$ cat config.mk
export PLATFORM = sky130hd
export DESIGN_NAME = bmp_pixel_proc
export DESIGN_NICKNAME = d
export VERILOG_FILES = /design/src/rtl/bmp_pkg.sv /design/src/rtl/bmp_out_fifo.sv /design/src/rtl/bmp_pixel_proc.sv
export SDC_FILE = /design/constraint.sdc
export NUM_CORES = 1
export LEC_CHECK = 0
export ABC_AREA = 1
export CAP_MARGIN = 20
export CORE_AREA = 10 10 208 161
export CTS_BUF_LIST = sky130_fd_sc_hd__clkbuf_4
export DETAILED_ROUTE_END_ITERATION = 8
export DIE_AREA = 0 0 218 171
export PLACE_DENSITY = 0.56
export SLEW_MARGIN = 10
export SYNTH_ARGS = -nofsm -noshare
export SYNTH_HDL_FRONTEND = slang
export SYNTH_SLANG_ARGS = --single-unit
$ cat constraint.sdc
create_clock -name clk -period 4.3 [get_ports clk]
set_clock_uncertainty 0.2 [all_clocks]
set_input_delay 0.43 -clock clk [delete_from_list [all_inputs] [get_ports clk]]
set_output_delay 0.43 -clock clk [all_outputs]
set_load 0.05 [all_outputs]
$ cat src/rtl/bmp_pkg.sv
// Shared definitions for the BMP pixel processor: mode encodings, FSM states and
// the header size.
package bmp_pkg;

  localparam logic [1:0] MODE_TH = 2'b01;
  localparam logic [1:0] MODE_BR = 2'b10;

  localparam int unsigned BMP_HDR_BYTES = 54;

  typedef enum logic [1:0] {
    StIdle  = 2'd0,
    StRun   = 2'd1,
    StDrain = 2'd2
  } bmp_state_e;

  function automatic logic mode_legal(input logic [1:0] m);
    return (m == MODE_TH) || (m == MODE_BR);
  endfunction

endpackage

$ cat src/rtl/bmp_out_fifo.sv
// Synchronous output FIFO with head-of-queue data and an async active-high reset.
module bmp_out_fifo #(
  parameter int unsigned Width = 32,
  parameter int unsigned Depth = 4
) (
  input  logic             clk,
  input  logic             rst,
  input  logic             push,
  input  logic             pop,
  input  logic [Width-1:0] wdata,
  output logic [Width-1:0] rdata,
  output logic             full,
  output logic             empty
);

  localparam int unsigned AW = $clog2(Depth);

  logic [Width-1:0] mem [Depth];
  logic [AW-1:0]    wr_ptr_q, rd_ptr_q;
  logic [AW:0]      cnt_q, cnt_d;
  logic             do_push, do_pop;

  assign full    = (cnt_q == (AW+1)'(Depth));
  assign empty   = (cnt_q == '0);
  assign do_push = push && !full;
  assign do_pop  = pop && !empty;
  assign rdata   = mem[rd_ptr_q];

  always_comb begin
    cnt_d = cnt_q;
    unique case ({do_push, do_pop})
      2'b10:   cnt_d = cnt_q + 1'b1;
      2'b01:   cnt_d = cnt_q - 1'b1;
      default: cnt_d = cnt_q;
    endcase
  end

  always_ff @(posedge clk or posedge rst) begin
    if (rst) begin
      wr_ptr_q <= '0;
      rd_ptr_q <= '0;
      cnt_q    <= '0;
    end else begin
      if (do_push) wr_ptr_q <= wr_ptr_q + 1'b1;
      if (do_pop)  rd_ptr_q <= rd_ptr_q + 1'b1;
      cnt_q <= cnt_d;
    end
  end

  // Storage is not reset; the consumer only looks at it while non-empty.
  always_ff @(posedge clk) begin
    if (do_push) mem[wr_ptr_q] <= wdata;
  end

endmodule

$ cat src/rtl/bmp_pixel_proc.sv
// Per-byte threshold / saturating-brightness processor for BMP pixel words with
// a frame-length FSM and a buffered output stream.
module bmp_pixel_proc
  import bmp_pkg::*;
#(
  parameter int unsigned DATA_BUS_SIZE = 32,
  parameter int unsigned OUT_DEPTH     = 4
) (
  input  logic                     clk,
  input  logic                     rst_n,
  input  logic [DATA_BUS_SIZE-1:0] data_to_processor,
  input  logic                     valid,
  input  logic [1:0]               mode,
  input  logic [7:0]               data_proc,
  input  logic [23:0]              frame_words,
  input  logic                     out_ready,
  output logic                     in_ready,
  output logic [DATA_BUS_SIZE-1:0] data_out_pr,
  output logic                     vld_pr,
  output logic                     busy,
  output logic                     frame_done
);

  localparam int unsigned Lanes = DATA_BUS_SIZE / 8;

  bmp_state_e state_q, state_d;
  logic [1:0]  mode_q, mode_d;
  logic [7:0]  op_q, op_d;
  logic [23:0] words_q, words_d;
  logic [23:0] count_q, count_d;

  logic                     fifo_full, fifo_empty, accept;
  logic [DATA_BUS_SIZE-1:0] fifo_head, proc_word;
  logic [1:0]               eff_mode;
  logic [7:0]               eff_op;

  // rst_n is active-high; hold in_ready low while it is asserted.
  assign in_ready = !rst_n && !fifo_full &&
                    ((state_q == StRun) ||
                     ((state_q == StIdle) && mode_legal(mode) && (frame_words != '0)));
  assign accept   = valid && in_ready;

  // The accepting word in IDLE uses the live inputs; later words use the latched copies.
  assign eff_mode = (state_q == StIdle) ? mode : mode_q;
  assign eff_op   = (state_q == StIdle) ? data_proc : op_q;

  for (genvar i = 0; i < Lanes; i++) begin : g_lane
    logic [7:0] b;
    logic [8:0] sum;
    assign b   = data_to_processor[8*i +: 8];
    assign sum = {1'b0, b} + {1'b0, eff_op};
    assign proc_word[8*i +: 8] = (eff_mode == MODE_TH) ? ((b >= eff_op) ? 8'hFF : 8'h00)
                                                       : (sum[8] ? 8'hFF : sum[7:0]);
  end

  always_comb begin
    state_d = state_q;
    mode_d  = mode_q;
    op_d    = op_q;
    words_d = words_q;
    count_d = count_q;
    unique case (state_q)
      StIdle: begin
        if (accept) begin
          mode_d  = mode;
          op_d    = data_proc;
          words_d = frame_words;
          count_d = 24'd1;
          state_d = (frame_words == 24'd1) ? StDrain : StRun;
        end
      end
      StRun: begin
        if (accept) begin
          count_d = count_q + 24'd1;
          if ((count_q + 24'd1) == words_q) state_d = StDrain;
        end
      end
      StDrain: begin
        if (fifo_empty) begin
          state_d = StIdle;
          count_d = '0;
        end
      end
      default: state_d = StIdle;
    endcase
  end

  always_ff @(posedge clk or posedge rst_n) begin
    if (rst_n) begin
      state_q <= StIdle;
      mode_q  <= '0;
      op_q    <= '0;
      words_q <= '0;
      count_q <= '0;
    end else begin
      state_q <= state_d;
      mode_q  <= mode_d;
      op_q    <= op_d;
      words_q <= words_d;
      count_q <= count_d;
    end
  end

  bmp_out_fifo #(
    .Width(DATA_BUS_SIZE),
    .Depth(OUT_DEPTH)
  ) u_out_fifo (
    .clk  (clk),
    .rst  (rst_n),
    .push (accept),
    .pop  (vld_pr && out_ready),
    .wdata(proc_word),
    .rdata(fifo_head),
    .full (fifo_full),
    .empty(fifo_empty)
  );

  assign vld_pr      = !fifo_empty;
  assign data_out_pr = fifo_empty ? '0 : fifo_head;
  assign busy        = (state_q != StIdle);
  assign frame_done  = (state_q == StDrain) && fifo_empty;

endmodule

* Yosys cells after proc, flatten, opt, wreduce, memory -nomap -nowiden
Memories as Yosys holds them, arrays and structs flattened.
Index checks and enable logic that the tools add are counted.
** Storage, ports and cells
- Bits in registers :: 67
- Memory bits (writable) :: 128
- Input port bits :: 70
- Output and inout port bits :: 36
- Logic and storage cells :: 87
- Memories kept :: 1
** Memories
- u_out_fifo.mem :: depth 4, bits a word 32, rd ports 1, clocked after Yosys merged registers in 0, wr ports 1, line bmp_out_fifo.sv:18 : logic [Width-1:0] mem [Depth];
** Cells by class
- Add/sub/neg operators :: 9
- Order comparisons :: 4
- Equality and inequality tests :: 14
- Mux-type cells :: 28
- Reductions and logical operators :: 23
** Operator list (number)
- $mux W8 :: 13
- $mux W24 :: 3
- $pmux W24 S3 :: 1
- $add A8 B8 Y9 :: 4
- $ge A8 B8 Y1 :: 4
- $mux W32 :: 1
- $add A24 B1 Y24 const B :: 1
- $eq A24 B1 Y1 const B :: 1
- $eq A24 B24 Y1 :: 1
- $reduce_bool A24 Y1 :: 1
- $mux W2 :: 6
- $logic_and A1 B1 Y1 :: 9
- $eq A2 B1 Y1 const B :: 4
- $reduce_and A4 Y1 :: 2
- $eq A2 B2 Y1 const B :: 3
- $ne A2 B1 Y1 const B :: 3
- $pmux W2 S3 :: 1
- $pmux W3 S2 :: 1
- $add A2 B1 Y2 const B :: 2
- $reduce_bool A2 Y1 :: 2
- $add A3 B1 Y3 const B :: 1
- $eq A3 B3 Y1 const B :: 1
- $logic_not A1 Y1 :: 3
- $logic_not A3 Y1 :: 1
- other kinds (7) :: 9

* Longest topological paths before layout
- Word-level depth :: 10
- Depth in mapped cells :: 21
- Mapped depth without buffers :: 19

* Modules after synthesis
From an unflattened synthesis, not the netlist that was laid out.
** Unflattened totals
- Cell total of the unflattened synthesis :: 1463
- Area, all modules :: 12059.1 µm²
** By module, submodules not included
- bmp_pixel_proc :: times used 1, cells an instance 1027, area an instance 6471.2 µm²
- bmp_out_fifo :: times used 1, cells an instance 436, area an instance 5587.9 µm²

* Least setup slack after synthesis
OpenSTA, ideal clock, no wires.
- Kind :: input-to-reg
- From :: in rst_n
- To :: mem u_out_fifo.mem[0][0], enable pin
- Library setup time :: 0.421 ns
- Arrival time :: 4.256 ns
- Setup slack :: -0.577 ns
- Stages on the path :: 5
- Cell sequence :: inv_1 > nand2_1 > a21oi_2 > nand2_2 > nor2_1
** Between the ends
- Word-level cells in the longest chain between the ends :: 7
** RTL lines
- start, declared :: line bmp_pixel_proc.sv:10 : input logic rst_n,
- $logic_not A1 Y1 (no source line)
- $logic_and A1 B1 Y1 (2 in a row) :: line bmp_pixel_proc.sv:38 : assign in_ready = !rst_n && !fifo_full &&
- via in_ready :: line bmp_pixel_proc.sv:17 : output logic in_ready,
- $logic_and A1 B1 Y1 :: line bmp_pixel_proc.sv:41 : assign accept = valid && in_ready;
- $logic_and A1 B1 Y1 :: line bmp_out_fifo.sv:25 : assign do_push = push && !full;
- $mux W1 :: line bmp_out_fifo.sv:52 : if (do_push) mem[wr_ptr_q] <= wdata;
- $mux W1 (implied by the code) :: line bmp_out_fifo.sv:52
- end, declared :: line bmp_out_fifo.sv:18
The timed path passes the listed nets, and every way through them passes these cells.

* Worst setup path after layout
- From :: reg state_q[0]
- To :: mem u_out_fifo.mem[1][3], data pin
** Between the ends
- Word-level cells in the longest chain between the ends :: 5
- Elaborated cells on any way between the ends :: 9
** RTL lines
- start, declared :: line bmp_pixel_proc.sv:26 : bmp_state_e state_q, state_d;
- start signal, assigned :: line bmp_pixel_proc.sv:90 : state_q <= StIdle;
- start signal, assigned :: line bmp_pixel_proc.sv:96 : state_q <= state_d;
- $logic_not A2 Y1 * :: line bmp_pixel_proc.sv:44, bmp_pixel_proc.sv:45
- $mux W8 :: line bmp_pixel_proc.sv:45 : assign eff_op = (state_q == StIdle) ? data_proc : op_q;
- $add A8 B8 Y9 / $ge A8 B8 Y1 (equally long branches) :: line bmp_pixel_proc.sv:51, bmp_pixel_proc.sv:52
- $mux W8 (on tied branches) :: line bmp_pixel_proc.sv:53, bmp_pixel_proc.sv:52
- $mux W8 * :: line bmp_pixel_proc.sv:52 : assign proc_word[8*i +: 8] = (eff_mode == MODE_TH) ? ((b >= eff_op) ? 8'hFF : 8'h00)
- via proc_word[3] :: line bmp_pixel_proc.sv:33 : logic [DATA_BUS_SIZE-1:0] fifo_head, proc_word;
The timed path passes the listed nets; every way through them passes the cells marked *.

==> results.py <==
metrics = {
    "routing": {
        "route.detailed.drc": 0,
        "dr.pass1.iters": 5,
        "ant_nets": 0,
        "wl_per_cell_um": 17.2,
        "routed_wl_um": 33100,
        "drtIter0Drc": 827,
        "vias": 9529,
        "viasPerCell": 4.94,
    },
    "sta": {
        "finalHoldViolations": 0,
        "slew-limit-headroom_pct": 34.2,
        "grt_setup_unrepaired": "no",
        "final_max_slew_viol_count": 0,
        "setup_viol": 0,
        "tightest_slew_ps": 985,
        "min_period_ps": 3990,
        "fmax_mhz": 251,
        "setup_tns_ps": 0,
        "setup_ws_ps": 312,
        "period_share_pct": 92.7,
    },
    "worst_setup_path": {
        "crit_end": "u_out_fifo.mem[1][3]$_DFFE_PP_",
        "critical_path_arrival_ps": 4140,
        "crit_path_start": "state_q[0]$_DFFE_PP0P_",
        "crit_fanout": 12,
        "cp-end-kind": "register",
        "reg2reg_depth": 20,
        "timing.rr.end": "u_out_fifo.mem[1][3]$_DFFE_PP_",
        "r2r_start": "state_q[0]$_DFFE_PP0P_",
        "required_ps": 4450,
        "cp-start-kind": "register",
        "worstSetupPathType": "register to register",
        "r2r_setup_slack_ps": 310,
    },
    "yosys": {
        "ys_seq_area_share_pct": 47.6,
        "ys_seq_elements": 195,
        "synth_warnings": 0,
        "synth-main-ff-cell": "edfxtp_1",
        "syn_area_per_cell_sq_um": 8.22,
        "async_flop_share_pct": 34.4,
        "syn-num-nets": 1561,
        "synth-edff-count": 128,
        "synth.cell_area_sq_mm": 0.0116,
        "synthCells": 1412,
        "ys_types": 38,
    },
    "global_routing": {
        "grt_use_met2_pct": 23.8,
        "grt_max_degree": 66,
        "antenna_found_initial": 1,
        "grt_usage_pct": 17.8,
        "overflow": 0,
        "met3_usage_pct": 3.99,
        "grt_pass1_vias": 8898,
        "top_usage_layer": "met1",
        "grt_first_pass_wirelength_um": 51300,
        "grtUsageMet1_pct": 28.0,
    },
    "clock_tree": {
        "cts_setup_buffers": 0,
        "clock-sinks": 195,
        "cts_resized": 0,
        "ctsHoldBuffers": 0,
        "cts_tree": "yes",
        "path_clk_slew_ps": 170,
        "cts_buffers": 17,
        "clk_latency_ps": 600,
        "root_buffer": "clkbuf_4",
        "clk_path_buf_depth": 2,
        "cts_max_level": 4,
    },
    "pwr": {
        "leakagePower_uw": 0.00587,
        "p_sw_uw": 5410,
        "power_frac_comb_pct": 61.1,
        "seq_power_share_pct": 28.7,
        "clockPowerShare_pct": 10.2,
        "vdd_ir_drop_max_mv": 0.347,
        "netSwitchingFraction_pct": 51.0,
        "p_int_uw": 5190,
        "powerDensity_mw_per_mm2": 785,
    },
    "floorplan": {
        "fp.dieH_um": 171,
        "placementRows": 55,
        "die_x_um": 218,
        "core-area_sq_mm": 0.0296,
        "die_area_sq_mm": 0.0373,
        "initial_core_util_pct": 39.2,
        "io_pins": 106,
    },
    "cells_and_area": {
        "nNetsFinal": 1666,
        "fin_cells": 1929,
        "final_area_sq_mm": 0.0135,
        "drive_above_1_share_pct": 6.47,
        "syn2layout_area_growth_pct": 16.3,
    },
    "place": {
        "place.gp.congestion": 0.925,
        "pre_cts_ws_ps": 287,
        "io_buffers": 105,
        "dp_cells": 1897,
        "dp_hpwl_um": 24400,
        "placed_area_sq_mm": 0.0132,
    },
    "worst_hold_path": {
        "min_path_type": "input port to async pin",
    },
    "run_status": {
        "status": "finished clean",
    },
    "run": {
        "cap_viol_max_count": 0,
    },
}
-- placed cells by master, fill, tap and decap left out, types with 7 or more instances in the layout --
cell	instances
clkdlybuf4s50_1	102
o21bai_1	12
xor2_1	20
nand3_1	68
buf_4	29
edfxtp_1	128
nand2_2	7
ha_1	73
a21oi_1	77
dfrtp_1	66
nand3b_1	12
nor2_1	225
nand4_1	17
nor2_2	8
o21ai_0	131
inv_1	157
nand2_1	323
clkbuf_4	18
-- state kept, by name, summed over array words and instances (netlist names) --
signal               count
u_out_fifo.rd_ptr_q      2
words_q                 24
u_out_fifo.wr_ptr_q      2
u_out_fifo.mem         128
state_q                  2
u_out_fifo.cnt_q         3
mode_q                   2
op_q                     8
count_q                 24
-- stage by stage --
step	util, %	hold slack (ps)	power (uW)
5_1_grt	45.6	114	11400
3_5_place_dp	44.6	268	9490
4_1_cts	45.6	84.0	10600
3_3_place_gp	44.6	269	9420
6_report	45.6	105	10600
2_1_floorplan	-	248	7300
-- cell type report --
type / count / area [sq um]
antenna: 1 / 2.50
clock buffer: 18 / 135
clock inverter: 13 / 180
fill: 2954 / 16100
inverter: 163 / 616
multi-input combinational: 1009 / 5310
sequential: 195 / 5520
tap: 399 / 499
timing repair buffer: 131 / 1240
-- layer usage --
metal / vias to the layer above / wire length, um
met4: 0 / 244
met3: 14 / 2710
met1: 4404 / 17300
met5: - / 0
li1: 4812 / -
met2: 299 / 12800
-- power groups by stage --
stage	Combinational (uW)	Sequential [uW]	Clock, uW
after floorplan	4320	2980	0
after global placement	6340	3080	0
after detailed placement	6410	3080	0
after CTS	6430	3040	1110
after global routing	7130	3090	1180
final	6480	3050	1080
-- kinds of logic (layout without fill, tap and decap cells) --
| group | after synthesis | after routing | share of synthesized area (%) |
|---|---|---|---|
| fa+ha+maj | 79 | 79 | 8.84 |
| simple gates | 673 | 673 | 24.0 |
| other cells | 0 | 1 | 0 |
| buf+inv | 208 | 325 | 6.87 |
| xor+xnor | 25 | 25 | 2.13 |
| flops | 195 | 195 | 47.6 |
| compound gates | 232 | 232 | 10.6 |
-- cell usage after synthesis (2+ instances only) --
cell,n,share of area (%)
o21ai_2,2,0.15
buf_1,6,0.19
o211ai_1,4,0.26
nor2_1,229,7.4
ha_1,74,8.0
or2_2,5,0.27
xor2_1,20,1.5
a21oi_1,77,3.3
edfxtp_1,128,33
inv_1,158,5.1
nand2_2,6,0.32
buf_2,7,0.30
nor2_2,4,0.22
o21ai_0,131,5.6
dfrtp_1,67,14
nor2_4,5,0.48
fa_1,5,0.86
o21bai_1,12,0.78
inv_2,4,0.13
nand3_1,68,2.9
nand4_1,17,0.92
nand3b_1,12,0.78
xnor2_1,3,0.23
clkbuf_1,30,0.97
buf_4,2,0.13
nand2_1,324,10
-- how the worst min path moves through the flow --
stage | cells after the start | slack, ps | to | startpoint
floorplan | 2 | 250 | op_q[7]$_DFFE_PP0P_ | op_q[7]$_DFFE_PP0P_
global route | 3 | 110 | words_q[9]$_DFFE_PP0P_ | rst_n
CTS | 3 | 80 | words_q[0]$_DFFE_PP0P_ | rst_n
detailed placement | 2 | 270 | op_q[2]$_DFFE_PP0P_ | op_q[2]$_DFFE_PP0P_
global placement | 2 | 270 | mode_q[1]$_DFFE_PP0P_ | mode_q[1]$_DFFE_PP0P_
finish | 3 | 100 | words_q[13]$_DFFE_PP0P_ | rst_n
-- worst max-delay path, stage by stage, from the launching register on --
cell     delay [ps]
dfrtp_1         440
inv_1           100
ha_2            320
buf_4           200
o21ai_0          90
buf_4           180
ha_1            200
inv_1            70
fa_1            190
nor2_1           90
o21ai_0         270
nand2_1          90
nand2_1          90
nand2_1          50
a21o_1          180
nand2_1          60
nand2_1          50
a21oi_1         380
inv_1           150
o21ai_0         190
nand2_1         140
No activity file was read; power rests on OpenSTA's default activity.
